## src/rtl/proc_pkg.sv

```systemverilog
// Shared constants for the mini processor system: opcodes, the Done latency
// each opcode must show, and the instruction sequencer state encoding.
package proc_pkg;

  // Opcode field, bits [7:6] of an instruction word
  localparam logic [1:0] OP_MV  = 2'b00;
  localparam logic [1:0] OP_MVI = 2'b01;
  localparam logic [1:0] OP_ADD = 2'b10;
  localparam logic [1:0] OP_SUB = 2'b11;

  // Done latency in cycles, counted from the cycle Run is high
  localparam int LAT_SHORT = 1;
  localparam int LAT_LONG  = 3;

  // Sequencer states, plain constants so older tools can read them
  localparam logic [2:0] ST_IDLE   = 3'd0;
  localparam logic [2:0] ST_ISSUE  = 3'd1;
  localparam logic [2:0] ST_WAIT   = 3'd2;
  localparam logic [2:0] ST_GAP    = 3'd3;
  localparam logic [2:0] ST_FINISH = 3'd4;
  localparam logic [2:0] ST_ERROR  = 3'd5;

  // Latency the core must show for a given opcode
  function automatic int req_latency(input logic [1:0] op);
    int lat;
    case (op)
      OP_ADD, OP_SUB: lat = LAT_LONG;
      default:        lat = LAT_SHORT;
    endcase
    return lat;
  endfunction

endpackage

```

## src/rtl/seq_prog_mem.sv

```systemverilog
// Program store for the instruction sequencer: synchronous write,
// asynchronous read, deliberately left without reset so a loaded program
// survives a sequencer reset.
module seq_prog_mem #(
  parameter int DEPTH = 16,
  parameter int AW    = 4
) (
  input  logic          clk,
  input  logic          we,
  input  logic [AW-1:0] waddr,
  input  logic [7:0]    wdata,
  input  logic [AW-1:0] raddr,
  output logic [7:0]    rdata
);

  logic [7:0] mem [DEPTH];

  // Write port; the word is visible on the read port from the next cycle
  always_ff @(posedge clk) begin
    if (we) begin
      mem[waddr] <= wdata;
    end
  end

  assign rdata = mem[raddr];

endmodule

```

## src/rtl/instr_sequencer.sv

```systemverilog
// Issuing master for the 8-bit mini processor core. Steps through a stored
// program, pulses Run with one instruction at a time, waits for Done,
// captures Bus and checks that Done arrived with the opcode's latency.
module instr_sequencer
  import proc_pkg::*;
#(
  parameter int DEPTH   = 16,
  parameter int AW      = 4,
  parameter int TIMEOUT = 15,
  parameter int GAP     = 1
) (
  input  logic          clk,
  input  logic          rst_n,
  input  logic          wr_en,
  input  logic [AW-1:0] wr_addr,
  input  logic [7:0]    wr_data,
  input  logic [AW:0]   prog_len,
  input  logic          start,
  output logic [7:0]    DIN,
  output logic          Run,
  input  logic          Done,
  input  logic [7:0]    Bus,
  output logic          busy,
  output logic          prog_done,
  output logic [7:0]    last_bus,
  output logic [AW:0]   instr_cnt,
  output logic          timeout_err,
  output logic          lat_err
);

  // Wait counter must hold TIMEOUT and the longest required latency
  localparam int CW = (TIMEOUT > 3) ? $clog2(TIMEOUT + 1) : 2;
  localparam int GW = (GAP > 1) ? $clog2(GAP + 1) : 1;

  logic [2:0]    state;
  logic [AW-1:0] pc;
  logic [AW:0]   len_q;
  logic [1:0]    op_q;
  logic [CW-1:0] wcnt;
  logic [GW-1:0] gcnt;
  logic [7:0]    mem_rd;
  logic [AW:0]   pc_next_ext;
  logic          last_instr;
  logic          start_ok;
  logic          mem_we;

  // Writes are dropped while a program is running
  assign mem_we = wr_en & ~busy;

  seq_prog_mem #(
    .DEPTH (DEPTH),
    .AW    (AW)
  ) u_mem (
    .clk   (clk),
    .we    (mem_we),
    .waddr (wr_addr),
    .wdata (wr_data),
    .raddr (pc),
    .rdata (mem_rd)
  );

  // Outputs decoded straight from state so reset clears them immediately
  assign Run       = (state == ST_ISSUE);
  assign DIN       = Run ? mem_rd : 8'h00;
  assign busy      = (state == ST_ISSUE) || (state == ST_WAIT) || (state == ST_GAP);
  assign prog_done = (state == ST_FINISH);

  // pc+1 widened so it compares against prog_len up to DEPTH
  assign pc_next_ext = {1'b0, pc} + (AW + 1)'(1);
  assign last_instr  = (pc_next_ext == len_q);
  assign start_ok    = start && ((state == ST_IDLE) || (state == ST_ERROR));

  // Opcode of the instruction in flight, used only for the latency check
  always_ff @(posedge clk) begin
    if (state == ST_ISSUE) begin
      op_q <= mem_rd[7:6];
    end
  end

  // Sequencer FSM with its counters, capture register and sticky flags
  always_ff @(posedge clk or negedge rst_n) begin
    if (!rst_n) begin
      state       <= ST_IDLE;
      pc          <= '0;
      len_q       <= '0;
      wcnt        <= '0;
      gcnt        <= '0;
      last_bus    <= 8'h00;
      instr_cnt   <= '0;
      timeout_err <= 1'b0;
      lat_err     <= 1'b0;
    end else begin
      case (state)
        ST_IDLE, ST_ERROR: begin
          // A start from ERROR also clears the sticky flags and rewinds pc
          if (start_ok) begin
            len_q       <= prog_len;
            pc          <= '0;
            instr_cnt   <= '0;
            timeout_err <= 1'b0;
            lat_err     <= 1'b0;
            state       <= (prog_len == '0) ? ST_FINISH : ST_ISSUE;
          end
        end
        ST_ISSUE: begin
          // First WAIT cycle is latency 1
          wcnt  <= CW'(1);
          state <= ST_WAIT;
        end
        ST_WAIT: begin
          if (Done) begin
            last_bus  <= Bus;
            instr_cnt <= instr_cnt + (AW + 1)'(1);
            pc        <= pc_next_ext[AW-1:0];
            gcnt      <= GW'(1);
            // Wrong latency is flagged but the result is still accepted
            if (int'(wcnt) != req_latency(op_q)) begin
              lat_err <= 1'b1;
            end
            state <= last_instr ? ST_FINISH : ST_GAP;
          end else if (int'(wcnt) >= TIMEOUT) begin
            timeout_err <= 1'b1;
            state       <= ST_ERROR;
          end else begin
            wcnt <= wcnt + CW'(1);
          end
        end
        ST_GAP: begin
          if (int'(gcnt) >= GAP) begin
            state <= ST_ISSUE;
          end else begin
            gcnt <= gcnt + GW'(1);
          end
        end
        ST_FINISH: begin
          state <= ST_IDLE;
        end
        default: begin
          state <= ST_IDLE;
        end
      endcase
    end
  end

endmodule

```

## config.mk

```make
export PLATFORM = sky130hd
export DESIGN_NAME = instr_sequencer
export DESIGN_NICKNAME = d
export VERILOG_FILES = /design/src/rtl/proc_pkg.sv /design/src/rtl/seq_prog_mem.sv /design/src/rtl/instr_sequencer.sv
export SDC_FILE = /design/constraint.sdc
export NUM_CORES = 1
export LEC_CHECK = 0
export ABC_CLOCK_PERIOD_IN_PS = 2300
export CAP_MARGIN = 20
export CORE_ASPECT_RATIO = 1.1
export CORE_MARGIN = 5
export CORE_UTILIZATION = 52
export DETAILED_ROUTE_END_ITERATION = 7
export PLACE_DENSITY_LB_ADDON = 0.1
export REMOVE_ABC_BUFFERS = 1
export SETUP_SLACK_MARGIN = 0.1
export SLEW_MARGIN = 30
export SYNTH_ARGS = -nofsm -noshare
export SYNTH_HDL_FRONTEND = slang
export SYNTH_SLANG_ARGS = --single-unit
```

## constraint.sdc

```tcl
create_clock -name clk -period 2.3 [get_ports clk]
set_input_delay 0.345 -clock clk [delete_from_list [all_inputs] [get_ports clk]]
set_output_delay 0.345 -clock clk [all_outputs]
set_load 0.03 [all_outputs]
```

Word-level counts from Yosys, hierarchy flattened
Memories as Yosys holds them, arrays and structs flattened.
Index checks and enable logic that the tools add are counted.
{ "word_totals": {"register_bits": 34, "latch_bits": 0, "ramBits": 128, "rom_bits": 0, "in_bits": 30, "out_inout_bits": 26, "wordCells": 88, "n_memories": 1} }
{ "memory_table": {"columns": ["memory", "depth", "width", "rd", "rd_clocked_by_memory_dff", "wr", "line_no", "text"], "rows": [
  ["u_mem.mem", 16, 8, 1, 0, 1, "seq_prog_mem.sv:16", "logic [7:0] mem [DEPTH];"]
]} }
{ "classes": {"n_addsub": 4, "mul": 0, "n_div": 0, "magnitude_cmp": 2, "eq_ne": 18, "n_shift": 0, "mux": 32, "bitwise_logic": 2, "reduce_logical": 19} }
{ "op_table": {"columns": ["operator", "n"], "rows": [
  ["32-bit 2-to-1 mux", 2],
  ["5-bit by 32-bit inequality test with 1-bit output", 1],
  ["3-bit 2-to-1 mux", 6],
  ["4-bit 2-to-1 mux", 4],
  ["4-bit one-hot mux with 2 select lines", 2],
  ["3-bit one-hot mux with 4 select lines", 1],
  ["3-bit AND reduction", 4],
  ["5-bit 2-to-1 mux", 2],
  ["2-bit inequality test, second input constant", 5],
  ["5-bit one-hot mux with 2 select lines", 1],
  ["1-bit 2-to-1 mux", 9],
  ["8-bit 2-to-1 mux", 1],
  ["4-bit AND reduction", 2],
  ["3-bit by 2-bit == test with 1-bit output, second input constant", 2],
  ["3-bit == test, second input constant", 2],
  ["2-bit by 1-bit inequality test with 1-bit output, second input constant", 3],
  ["1-bit one-hot mux with 2 select lines", 3],
  ["2-bit nonzero test", 3],
  ["4-bit by 1-bit adder with 5-bit output, second input constant", 1],
  ["5-bit by 1-bit adder with 5-bit output, second input constant", 1],
  ["5-bit == test", 1],
  ["5-bit logical NOT", 1],
  ["4-bit by 1-bit adder with 4-bit output, second input constant", 1],
  ["2-bit == test, second input constant", 2],
  ["other kinds (13)", 17]
]} }

Depth between registers and ports, before layout
{ "depth": {"ltp_word": 9, "ltp_mapped": 6, "mapped_depth_nobuf": 5} }

By module
A second synthesis with hierarchy kept.
{ "unflattened": {"cells_unflattened": 382, "hier_area_um2": 6697.7} }
{ "by_module_without_submodules": {"columns": ["mod", "n_inst", "cells_each", "area_per_inst_um2", "seq_area_each_um2"], "rows": [
  ["seq_prog_mem", 1, 221, 4987.3, 3843.7],
  ["instr_sequencer", 1, 161, 1710.4, 830.8]
]} }

Worst setup path before layout
OpenSTA, ideal clock, no wires.
{ "synth_path": {"path_type": "register to output", "startpoint": "register state[2]", "endpoint": "output port DIN[7]", "arrival_time_ns": 2.152, "t_required_ns": 1.955, "slack_ns": -0.197, "path_stages_with_launch": 4, "path_buffers": 0, "cell_sequence": "dfrtp_1 nor3b_2 nand2_1 o21ai_0"} }
{ "synth_between": {"elab_chain_len": 2} }
{ "synth_rtl": {"columns": ["element", "line_no", "text"], "rows": [
  ["start, declared", "instr_sequencer.sv:35", "logic [2:0] state;"],
  ["start signal, assigned", "instr_sequencer.sv:102", "state <= (prog_len == '0) ? ST_FINISH : ST_ISSUE;"],
  ["start signal, assigned", "instr_sequencer.sv:120", "state <= last_instr ? ST_FINISH : ST_GAP;"],
  ["3-bit by 1-bit == test with 1-bit output", "instr_sequencer.sv:63", "assign Run = (state == ST_ISSUE);"],
  ["named net Run", "instr_sequencer.sv:20", "output logic Run,"],
  ["8-bit 2-to-1 mux", "instr_sequencer.sv:64", "assign DIN = Run ? mem_rd : 8'h00;"],
  ["end, declared", "instr_sequencer.sv:19", "output logic [7:0] DIN,"]
]} }
The timed path passes the listed nets, and every way through them passes these cells.

Final worst setup path
{ "layout_path": {"startpoint": "register pc[0]", "endpoint": "output port DIN[2]"} }
{ "layout_between": {"elab_chain_len": 2} }
{ "layout_rtl": {"columns": ["element", "line_no", "text"], "rows": [
  ["start, declared", "instr_sequencer.sv:36", "logic [AW-1:0] pc;"],
  ["start signal, assigned", "instr_sequencer.sv:114", "pc <= pc_next_ext[AW-1:0];"],
  ["memory read 16 x 8 bit", null, null],
  ["8-bit 2-to-1 mux", "instr_sequencer.sv:64", null]
]} }
Every way passes these cells.

==> impl_results.md <==
* Initial DRT Pass Iterations at 6
* Hold_ws at 331 ps
* IO Pins at 56
* CTS tree: done
* Vias in the first global route at 4047
* DRT iter0 DRCs at 370
* Max_slew headroom at approximately 62%
* Final setup vio count at 8
* Hold Vio Cnt, Final at 0
* Library cells used by synthesis at 50
* Post-synthesis sequential area ratio at 69.3%
* Wire per inst at 21.3 um
* Ys Warns at 0
* Layout net count at 551
* Post-synth ARST share at 19.9%
* Horiz. Die Dim at 119 um
* Reg clk slew, reported paths at 60 ps
* Area growth from synthesis to layout at 26.3%
* RSZ-0062 raised after global routing: yes
* CP Class: flop to output pin
* Failing checks: setup timing
* Status: complete, but fails checks
* DIE HEIGHT at 129 um
* Largest net degree at the start of global routing at 33
* Fin crit share at 108%
* Hpwl dp at about 10000 um
* Placeable Area at 12600 sq um
* Clock Sinks at 161
* Post-synth top flop: edfxtp_1
* Synthesized area at 6750 sq um
* Post-route worst setup slack at -191 ps
* Number of flops mapped to enable cells by yosys at 129
* Port bufs at 55
* Routed vias at 3940
* DIE AREA at 15400 sq um
* Crit path max fanout at 6
* Final ANT Viol Nets at 0
* Clock Tree Buf Depth at 2
* Share of cells above drive strength 1 at between 20% and 30%
* Synth top area share at 57.4%
* Pleak at between 3 and 4 nW
* Htree depth at 4
* PwrDens at 1130 nW/um^2
* Synthesized flop and latch total at 161
* Max cap viols at 0
* Yosys top cell by area: edfxtp_1
* Maximum clock rate at 0.401 GHz
* Final Max Tran Viols at 0
* Synth top area cells: edfxtp_1 (57%), dfrtp_1 (12%), mux4_2 (7.0%)
* # rows at 43
* Worst Skew at around 7.3 ps
* Total CTS buffers at 17
* DR DRC count at 0
* GRT Util Overall at 20.1%
* Hold_buf cts at 0
* Worst-Margin Slew at 567 ps
* Peak VDD IR at 0.000655 V
* Post-Route Setup TNS at -1210 ps
* Via/cell ratio at 5.74
* Ant. Diodes at 0
* Initial antenna violation count at 0
* Clk root buf: clkbuf_16
* Final GP Congestion at 0.884
* Post-Route WL at 14600 um
* Crit end category: output pin
* Cells after Synth at slightly above 400
* First-pass GRT wire length at roughly 23000 um
* Post-Syn Area per Cell at about 17 sq um
* CP required at around 2000 ps
* Crit path launch type: flop
* Total grt overflow at 0
* Worst hold path class: input pin to asynchronous set/reset pin
* CP Data Arrival Time at 2150 ps
* Worst r2r src: state[1]
* R2r setup slk at 200 ps
* Setup crit start: pc[0]
* Final Critical Period at 2490 ps
* Starting Density at 53.4%
* Clk_lat worst skew at 420 ps
cell usage after synthesis, types with 2 or more instances:
cell	instances
mux4_1	11
inv_1	4
buf_4	3
o22ai_1	7
nand3_1	9
edfxtp_1	129
clkbuf_1	2
nand3b_1	3
buf_2	13
o31ai_1	2
mux4_2	21
nor2b_1	3
o21a_1	3
and3_1	3
a311oi_1	2
nand2_1	52
nand4_1	2
nor3b_2	2
xor2_1	7
or3_1	2
mux2_2	2
dfrtp_1	32
and2_1	3
a31oi_1	2
nor3b_1	2
a21o_1	2
nor2_1	24
ha_1	3
nand2b_1	5
o21ai_0	6
nor3_1	8
xnor2_1	7
mux2i_1	14
a21oi_1	2
critical path, cell delays in order (launching register included):
cell     delay, ps
dfrtp_2        410
buf_6          150
buf_12         140
mux4_2         520
mux2i_2        220
o22ai_2        140
buf_12         160
worst paths after layout:
path | to | cells after the start
max in group asynchronous | pc[0] | 2
worst max register to register | u_mem.mem[0][7] | 6
worst min register to register | last_bus[3] | 2
min in group clk | last_bus[7] | 3
worst min-delay path | wcnt[2] | 2
worst max-delay path | DIN[2] | 6
registers in the layout, indices dropped and copies added, names as in the netlist:
name	flops
op_q	1
timeout_err	1
last_bus	8
instr_cnt	5
u_mem.mem	128
len_q	5
pc	4
gcnt	1
lat_err	1
wcnt	4
state	3
metal layers:
layer	track usage, %	vias up	wire, um
met3	6.50	25	930
met4	6.54	0	278
met2	33.5	131	7430
li1	-	1803	-
met5	0	-	0
met1	25.3	1981	5990
where the power goes:
part / leakage, nW / switching, W / internal [W]
Clock: 0.287 / 0.00111 / 0.00181
Sequential: 1.57 / 0.000166 / 0.00340
Combinational: 1.23 / 0.00163 / 0.00149
Total: 3.09 / 0.00290 / 0.00670
final cells by class:
type / instances / area, sq um
fillers: 886 / 4120
clock inverters: 14 / 188
clock buffers: 17 / 425
repair buffers: 111 / 1040
multi-input cells: 223 / 1980
well taps: 157 / 196
inverters: 4 / 15.0
flip-flops and latches: 161 / 4680
cell usage in the layout, fill, tap and decap left out, drive strengths merged, types with 6 or more instances in the layout:
cell	count
inv	6
xnor2	7
nor3	8
o21ai	6
dfrtp	32
o22ai	7
nand2	52
nand3	9
xor2	7
edfxtp	129
mux2i	14
buf	64
clkdlybuf4s50	44
nor2	24
mux4	32
clkbuf	17
cells by family (layout without fill, tap and decap cells):
kind of cell | count (synthesis) | in the layout | synth area share, %
AND/OR/NAND/NOR | 122 | 122 | 8.72
AO/OA/AOI/OAI | 36 | 36 | 3.82
multiplexers | 48 | 48 | 13.7
XOR/XNOR | 14 | 14 | 1.82
buffers and inverters | 24 | 146 | 2.10
adder cells (fa/ha/maj) | 3 | 3 | 0.556
flip-flops | 161 | 161 | 69.3
timing repair:
item | CTS | global route
setup buffers | 4 | 0
pin swaps | 4 | 2
resized for setup | 38 | 16
setup endpoints to repair | 18 | 39
cloned | 1 | 0
stage by stage:
step                      area, sq um  utilization, %  instances  power [W]  worst slack (ps)
after detailed placement         7770            61.4        651    0.00651              -150
after floorplan                  6620               -        388    0.00539              -730
final                            8520            67.4        687    0.00960              -191
after global placement           7770            61.4        651    0.00646              -130
after global routing             8520            67.4        687     0.0101              -280
after CTS                        8490            67.1        687    0.00962              -222
(Power assumes the default switching activity.)
